**config.mk**
```make
export PLATFORM = sky130hd
export DESIGN_NAME = mips_store_unit
export DESIGN_NICKNAME = d
export VERILOG_FILES = /design/src/rtl/mips_store_unit.sv
export SDC_FILE = /design/constraint.sdc
export NUM_CORES = 1
export LEC_CHECK = 0
export ABC_AREA = 1
export BUFFER_PORTS_ARGS = -buffer_cell sky130_fd_sc_hd__buf_2
export CAP_MARGIN = 10
export CORE_ASPECT_RATIO = 0.8
export CORE_UTILIZATION = 44
export CTS_BUF_LIST = sky130_fd_sc_hd__clkbuf_2
export DETAILED_ROUTE_END_ITERATION = 8
export GPL_TIMING_DRIVEN = 0
export HOLD_SLACK_MARGIN = 0.12
export PLACE_DENSITY = 0.69
export SLEW_MARGIN = 20
export SYNTH_ARGS = -nofsm -noshare
export SYNTH_HDL_FRONTEND = slang
export SYNTH_SLANG_ARGS = --single-unit
```
**constraint.sdc**
```tcl
create_clock -name clk -period 2.75 [get_ports clk]
set_input_delay 0.55 -clock clk [delete_from_list [all_inputs] [get_ports clk]]
set_output_delay 0.55 -clock clk [all_outputs]
set_load 0.01 [all_outputs]
```
**src/rtl/mips_store_unit.sv**
```systemverilog
// Store path for SB/SH/SW: narrows the register value, places it in its little-endian lane and
// writes word-wide memory (read-modify-write by default; single lane-enabled write with MIPS_STORE_BYTE_ENABLE_EN).
module mips_store_unit #(
    parameter int ADDR_W         = 32,
    parameter int TIMEOUT_CYCLES = 255
) (
    input  logic              clk,
    input  logic              rst_n,
    input  logic              req_valid,
    output logic              req_ready,
    input  logic [1:0]        req_size,
    input  logic [ADDR_W-1:0] req_addr,
    input  logic [31:0]       req_data,
    output logic              done,
    output logic              err,
    output logic              mem_req,
    output logic              mem_we,
    output logic [ADDR_W-1:0] mem_addr,
    output logic [31:0]       mem_wdata,
`ifdef MIPS_STORE_BYTE_ENABLE_EN
    output logic [3:0]        mem_be,
`endif
    input  logic [31:0]       mem_rdata,
    input  logic              mem_ack
);

    localparam int CNT_W = (TIMEOUT_CYCLES > 0) ? $clog2(TIMEOUT_CYCLES + 1) : 1;

    localparam logic [1:0] SZ_BYTE = 2'b00;
    localparam logic [1:0] SZ_HALF = 2'b01;
    localparam logic [1:0] SZ_WORD = 2'b10;

    // Valid/ready: a request transfers on a cycle where req_valid and req_ready are both high;
    // req_ready is high only in IDLE and requests seen elsewhere are dropped. mem_req is held
    // with stable addr/we/wdata until the cycle mem_ack is high, or until the wait times out.
    typedef enum logic [1:0] {S_IDLE, S_READ, S_WRITE, S_DONE} state_t;

    state_t            state_q, state_d;
    logic [1:0]        size_q, size_d;
    logic [ADDR_W-1:0] addr_q, addr_d;
    logic [31:0]       data_q, data_d;
    logic [31:0]       rdata_q, rdata_d;
    logic              err_q, err_d;
    logic [CNT_W-1:0]  cnt_q, cnt_d;
    logic              req_bad;
    logic              timeout_hit;
    logic [31:0]       wdata_w;

    always_ff @(posedge clk or negedge rst_n) begin
        if (!rst_n) begin
            state_q <= S_IDLE;
            size_q  <= '0;
            addr_q  <= '0;
            data_q  <= '0;
            rdata_q <= '0;
            err_q   <= 1'b0;
            cnt_q   <= '0;
        end else begin
            state_q <= state_d;
            size_q  <= size_d;
            addr_q  <= addr_d;
            data_q  <= data_d;
            rdata_q <= rdata_d;
            err_q   <= err_d;
            cnt_q   <= cnt_d;
        end
    end

    always_comb begin
        req_bad = (req_size == 2'b11)
               || (req_size == SZ_HALF && req_addr[0])
               || (req_size == SZ_WORD && req_addr[1:0] != 2'b00);
        // The counter holds the number of unacknowledged cycles already spent in this state.
        timeout_hit = (TIMEOUT_CYCLES != 0) && (cnt_q == CNT_W'(TIMEOUT_CYCLES - 1));
    end

    always_comb begin
        state_d = state_q;
        size_d  = size_q;
        addr_d  = addr_q;
        data_d  = data_q;
        rdata_d = rdata_q;
        err_d   = err_q;
        cnt_d   = cnt_q + 1'b1;
        case (state_q)
            S_IDLE: begin
                cnt_d = '0;
                if (req_valid) begin
                    size_d = req_size;
                    addr_d = req_addr;
                    data_d = req_data;
                    err_d  = req_bad;
                    if (req_bad) begin
                        state_d = S_DONE;
                    end else begin
`ifdef MIPS_STORE_BYTE_ENABLE_EN
                        state_d = S_WRITE;
`else
                        state_d = (req_size == SZ_WORD) ? S_WRITE : S_READ;
`endif
                    end
                end
            end
            S_READ: begin
                if (mem_ack) begin
                    rdata_d = mem_rdata;
                    cnt_d   = '0;
                    state_d = S_WRITE;
                end else if (timeout_hit) begin
                    err_d   = 1'b1;
                    state_d = S_DONE;
                end
            end
            S_WRITE: begin
                if (mem_ack) begin
                    state_d = S_DONE;
                end else if (timeout_hit) begin
                    err_d   = 1'b1;
                    state_d = S_DONE;
                end
            end
            default: begin
                cnt_d   = '0;
                state_d = S_IDLE;
            end
        endcase
    end

    always_comb begin
        req_ready = (state_q == S_IDLE);
        done      = (state_q == S_DONE);
        err       = (state_q == S_DONE) && err_q;
        mem_req   = (state_q == S_READ) || (state_q == S_WRITE);
        mem_we    = (state_q == S_WRITE);
        mem_addr  = {addr_q[ADDR_W-1:2], 2'b00};
`ifdef MIPS_STORE_BYTE_ENABLE_EN
        case (size_q)
            SZ_BYTE: begin
                wdata_w = {4{data_q[7:0]}};
                mem_be  = 4'b0001 << addr_q[1:0];
            end
            SZ_HALF: begin
                wdata_w = {2{data_q[15:0]}};
                mem_be  = 4'b0011 << {addr_q[1], 1'b0};
            end
            default: begin
                wdata_w = data_q;
                mem_be  = 4'b1111;
            end
        endcase
        if (state_q != S_WRITE) mem_be = 4'b0000;
`else
        // Sub-word stores overwrite only their lane of the word read back in READ.
        wdata_w = rdata_q;
        case (size_q)
            SZ_BYTE: wdata_w[{addr_q[1:0], 3'b000} +: 8] = data_q[7:0];
            SZ_HALF: wdata_w[{addr_q[1], 4'b0000} +: 16] = data_q[15:0];
            default: wdata_w = data_q;
        endcase
`endif
        mem_wdata = (state_q == S_WRITE) ? wdata_w : 32'h0;
    end

endmodule

```
# Yosys cells after proc, flatten, opt, wreduce, memory -nomap -nowiden
# Index checks and enable logic that the tools add are counted.
[classes]
n_addsub = 3
eq_ne = 11
n_shift = 4
muxes = 17
reduce_logical = 14
[op_table]
columns = ["cell", "count"]
rows = [
  ["$bwmux W32", 2],
  ["$pmux W32 S2", 1],
  ["$mux W32", 1],
  ["$shift A16 B7 Y32 const A", 1],
  ["$shift A8 B7 Y32 const A", 1],
  ["$shiftx A16 B7 Y32", 1],
  ["$shiftx A8 B7 Y32", 1],
  ["$pmux W8 S2", 1],
  ["$neg A5 Y7", 2],
  ["$mux W2", 6],
  ["$add A8 B1 Y8 const B", 1],
  ["$eq A2 B2 Y1 const B", 4],
  ["$eq A8 B8 Y1 const B", 1],
  ["$mux W8", 1],
  ["$eq A2 B1 Y1 const B", 3],
  ["$pmux W2 S3", 1],
  ["$logic_not A2 Y1", 2],
  ["$ne A2 B2 Y1 const B", 2],
  ["$reduce_and A2 Y1", 2],
  ["$reduce_and A4 Y1", 1],
  ["$reduce_bool A2 Y1", 2],
  ["$logic_and A1 B1 Y1", 3],
  ["$logic_or A1 B1 Y1", 3],
  ["$mux W1", 3],
  ["other kinds (3)", 3],
]
[totals]
register_bits = 109
inputBits = 102
out_inout_bits = 69
elab_cells = 56

# Longest topological paths before layout
[logic_depth]
word_depth = 7
ltp_mapped = 10

# Least setup slack after synthesis
# Ideal clock, no wire load.
[synth_timing]
kind = "reg2out"
from = "reg addr_q[1]"
to = "out mem_wdata[0]"
arrival_time_ns = 1.660
setup_slack_ns = 0.540
stages_incl_launch_ff = 10
path_buffers = 2
cell_sequence = "dfrtp_1 > buf_4 > inv_4 > buf_6 > ha_1 > inv_1 > nand4_2 > o21ai_1 > inv_1 > nor2_1"
[synth_between]
elab_chain_len = 5
elab_cells_between_ends = 10
cone_classes = "2 x add/sub; 4 x shift; 4 x mux"
[synth_rtl]
columns = ["element", "line_no", "source"]
rows = [
  ["start: declaration", "40", "logic [ADDR_W-1:0] addr_q, addr_d;"],
  ["start signal: assignment", "61", "addr_q <= addr_d;"],
  ["$neg A5 Y7 (on tied branches)", "157, 156", ""],
  ["$shiftx A16 B7 Y32, or another cell as far along", "157", "SZ_HALF: wdata_w[{addr_q[1], 4'b0000} +: 16] = data_q[15:0];"],
  ["$bwmux W32 (on tied branches)", "157, 156", ""],
  ["$pmux W32 S2 *", "155", "case (size_q)"],
  ["$mux W32 *", "161", "mem_wdata = (state_q == S_WRITE) ? wdata_w : 32'h0;"],
  ["end: declaration", "19", "output logic [31:0] mem_wdata,"],
]
# Every way passes the cells marked *; elsewhere a longest branch is shown, timed or not.

# Final worst setup path
[layout_timing]
from = "reg addr_q[0]"
to = "out mem_wdata[18]"
[layout_between]
elab_chain_len = 5
elab_cells_between_ends = 6
cone_classes = "1 x add/sub; 2 x shift; 3 x mux"
[layout_rtl]
columns = ["element", "line_no", "source"]
rows = [
  ["$neg A5 Y7 *", "156", "SZ_BYTE: wdata_w[{addr_q[1:0], 3'b000} +: 8] = data_q[7:0];"],
  ["$shiftx A8 B7 Y32 / $shift A8 B7 Y32 (equally long branches)", "156", ""],
  ["$bwmux W32 *", "156", ""],
  ["$pmux W32 S2 *", "155", ""],
  ["$mux W32 *", "161", ""],
]
# Marks and branches as above.

==> impl_metrics.csv <==
group,metric,value,unit
yosys,synth.mux.area_fraction,13.72,%
detailed_routing,detail_route.wirelength,19270,um
critical_path,crit_slowest_cell,"sky130_fd_sc_hd__dfrtp_1",
critical_path,endpoint_kind,"primary output",
sta,worst_slew_margin_rel,63.78,%
global_routing,overall_routing_resource_usage,27.51,%
global_routing,met1_usage,36.59,%
finish,flip_flop_and_latch_area,2728,um^2
global_routing,globalRouteOverflowTotal,0,
yosys,ys.warnings.count,0,
status,run_status,"complete, but fails checks",
clock_tree,cts-root-to-sink-buffers,2,
sta,layout_min_cycle_time,3.094,ns
min_path,worst_hold_path.num_cells,3,
yosys,synth-xor-area-share,0.2834,%
yosys,post_synth_and_or_nand_nor_area_fraction,15.87,%
power_and_ir_drop,report.power.total,9430,uW
floorplanning,area_of_the_die,14530,um^2
finish,synthToLayoutAreaGrowth,42.71,%
clock_tree,tritoncts,"built",
detailed_routing,vias_post_dr,5951,
yosys,netlist_area,6181,um^2
detailed_routing,drt_pre_antenna_iters,6,
critical_path,crit_chain,"buf_6 -> clkinvlp_4 -> ha_2 -> clkinv_4 -> nor2_4 -> nand3_1 -> nand2_1 -> nand2_1 -> a21oi_2 -> buf_2",
yosys,post_synth_fa_ha_maj_area_fraction,2.429,%
power_and_ir_drop,p_per_area,1069,nW/um^2
floorplanning,die-height,108.0,um
critical_path,setup.worst_path.start,"addr_q[0]",
sta,final_worst_path_period_share,112.5,%
finish,postLayoutCoreUtil,64.64,%
sta,maxClockFrequency,0.3232,GHz
clock_tree,numClockSinks,109,
critical_path,buffers_inverters_on_critical_path,4,
critical_path,biggest_fanout_along_the_worst_timing_path,9,
critical_path,worstReg2RegStart,"state_q[1]",
critical_path,crit_cells,10,
power_and_ir_drop,vdd_drop_max,0.6376,mV
yosys,ys_seq_area_share,44.13,%
finish,multiInputGateArea,3045,um^2
floorplanning,row_count,38,
sta,slew_violations,0,
placed_design,half_perimeter_wire_length_after_placement,12860,um
clock_tree,clkTransAtPathRegs,0.32,ns
detailed_routing,routedWlPerCell,16.29,um
placed_design,dp_worst_setup_slack,0.1165,ns
global_routing,groute.layer.met3.usage,7.876,%
sta,final.setup_skew,0.06413,ns
placed_design,buffer_ports.inserted,168,
detailed_routing,postRouteAntennaNets,0,
yosys,syn-instance-count,703,
detailed_routing,remaining_drc_errors,0,
global_routing,most_utilized_layer_in_the_global_route_result,"met2",
detailed_routing,detail_route.iter0.violations,368,
min_path,worst_min_path_class,"in2reg",
finish,fillerInstances,1119,
global_routing,grt_util_met2,43.56,%
sta,worst_slew_pin_slew,0.5434,ns
global_routing,antenna_violations_before_repair,1,
global_routing,grt_pass1_vias,5931,
floorplanning,floorplan.initialDensity,45.30,%
floorplanning,num_io_pins,171,
clock_tree,cts-buffers-inserted,9,
clock_tree,clk-insertion-delay-late,0.68,ns
sta,worst_path_setup_slack_after_routing,-0.3437,ns
sta,finalHoldViolCount,0,
critical_path,crit_path_max_incr_delay,0.47,ns
status,violations_in_the_final_reports,"setup timing",
critical_path,reg2reg_depth,7,
finish,final_net_count,1111,
critical_path,crit_path_frequent_cell,"sky130_fd_sc_hd__nand2_1",
yosys,synth_compound_gate_area_share,12.94,%
yosys,synth_area_per_cell,8.792,um^2
critical_path,dominant_delay_contributor_by_cell_family_on_the_critical_path,"simple AND/OR/NAND/NOR gates",
detailed_routing,vias_per_cell,5.030,
sta,final.hold.worst_slack,0.2067,ns
finish,finished_layout_cell_area,8821,um^2
yosys,synth_top_family_by_area,"simple AND/OR/NAND/NOR gates",
critical_path,worst_ep_arrival_time,2.54,ns
yosys,ys_ff_latch,109,
min_path,hold_path_startpoint,"req_size[1]",
critical_path,critPathLaunchType,"flip-flop",
global_routing,grt_max_degree,75,
sta,grt_setup_unrepaired,"yes",
finish,layout-drive-gt1-share,40.02,%
placed_design,routabilityCongestion,0.9735,
run,max_cap_viol_count,0,
floorplanning,core_area,13650,um^2
power_and_ir_drop,leakagePower,0.004404,uW
critical_path,path_class,"reg2out",
global_routing,grt_first_pass_wirelength,30480,um
critical_path,required_time_of_the_worst_setup_path,2.20,ns
clock_tree,htreeDepth,3,
sta,count_of_endpoints_failing_setup_in_the_final_report,32,
clock_tree,clk_root_buffer_cell,"sky130_fd_sc_hd__clkbuf_2",
floorplanning,floorplan.die.width,134.5,um
placed_design,detailed_place.area,7284,um^2
yosys,synth_cell_type_count,34,
layout make-up:
type / count / area share, %
antenna: 1 / 0.02837
buffer: 63 / 5.404
clock buffer: 10 / 0.5674
clock inverter: 6 / 0.7092
inverter: 55 / 2.638
multi-input combinational: 477 / 34.52
sequential: 109 / 30.92
tap: 180 / 2.553
timing repair buffer: 282 / 22.65
worst min-delay path: stages:
cell and delay (ns):
sky130_fd_sc_hd__buf_2 0.12, sky130_fd_sc_hd__inv_1 0.09, sky130_fd_sc_hd__o21ai_0 0.10
power by group:
group	total [uW]	switching (uW)	internal [uW]	leakage (uW)
Clock	768	610	158	0.0000744
Combinational	5770	3150	2620	0.00305
Sequential	2890	547	2350	0.00128
Total	9430	4310	5120	0.00440
layer usage:
metal  part of all wire (%)  up-vias  wire length (um)
li1                       -     2861                 -
met1                     44     2798              8558
met2                     45      261              8680
met3                    8.4       31              1614
met4                    2.2        0               420
met5                      0        -                 0
what timing repair did:
action                                  in CTS  in global routing
resized for setup                           55                 29
setup buffers                               10                  4
endpoints found under the hold margin      207                  0
pin swaps                                   12                 25
hold buffers                                99                  0
endpoints found under the setup margin      32                 32
registers in the layout, indices dropped and copies added, names as in the netlist:
name     flops
state_q      2
rdata_q     32
cnt_q        8
size_q       2
addr_q      32
data_q      32
err_q        1
cells by family after synthesis:
logic type | Yosys count
adder cells (fa/ha/maj) | 12
AO/OA/AOI/OAI | 147
XOR/XNOR | 2
AND/OR/NAND/NOR | 242
flip-flops | 109
multiplexers | 72
other | 1
buffers and inverters | 118
Yosys cell counts, drive strengths merged:
cell / n / share of area (%)
conb: 1 / 0.061
a22oi: 2 / 0.24
inv: 54 / 3.3
a31oi: 1 / 0.10
buf: 58 / 6.9
nand3: 29 / 2.4
xor2: 1 / 0.14
nand4: 1 / 0.20
nor3b: 1 / 0.12
a21boi: 22 / 2.7
nand2: 150 / 9.2
ha: 12 / 2.4
mux2: 72 / 14
a21oi: 70 / 5.7
o211ai: 1 / 0.12
dfrtp: 109 / 44
clkinv: 1 / 0.061
o21ai: 51 / 4.1
nor3: 1 / 0.081
clkbuf: 5 / 0.30
xnor2: 1 / 0.14
nor2: 60 / 3.8
metrics by stage:
stage                     setup TNS, ns  instances
after floorplan                       0        704
after global routing             -14.70       1183
after detailed placement              0       1053
after CTS                        -8.641       1178
final                            -9.076       1183
after global placement           -18.84       1052
layout by cell type, fill, tap and decap left out, types with 16 or more instances in the layout:
| master | synthesis | routed |
|---|---|---|
| sky130_fd_sc_hd__a21oi_2 | 0 | 21 |
| sky130_fd_sc_hd__inv_1 | 49 | 46 |
| sky130_fd_sc_hd__a21oi_1 | 70 | 49 |
| sky130_fd_sc_hd__buf_2 | 13 | 178 |
| sky130_fd_sc_hd__mux2_2 | 61 | 61 |
| sky130_fd_sc_hd__nand3_1 | 28 | 16 |
| sky130_fd_sc_hd__dlygate4sd3_1 | 0 | 99 |
| sky130_fd_sc_hd__dfrtp_1 | 109 | 109 |
| sky130_fd_sc_hd__buf_4 | 39 | 51 |
| sky130_fd_sc_hd__nor2_1 | 57 | 50 |
| sky130_fd_sc_hd__o21ai_0 | 33 | 33 |
| sky130_fd_sc_hd__nand2_1 | 148 | 145 |
final timing paths:
kind                            endpoint  slack [ns]
setup / recovery           mem_wdata[18]       -0.34
hold reg to reg                 cnt_q[0]        0.51
hold / removal                 size_q[1]        0.21
min in group asynchronous     data_q[16]        0.29
max in group asynchronous    rdata_q[24]        1.77
setup reg to reg              data_q[13]        0.76
(Power assumes the default switching activity.)
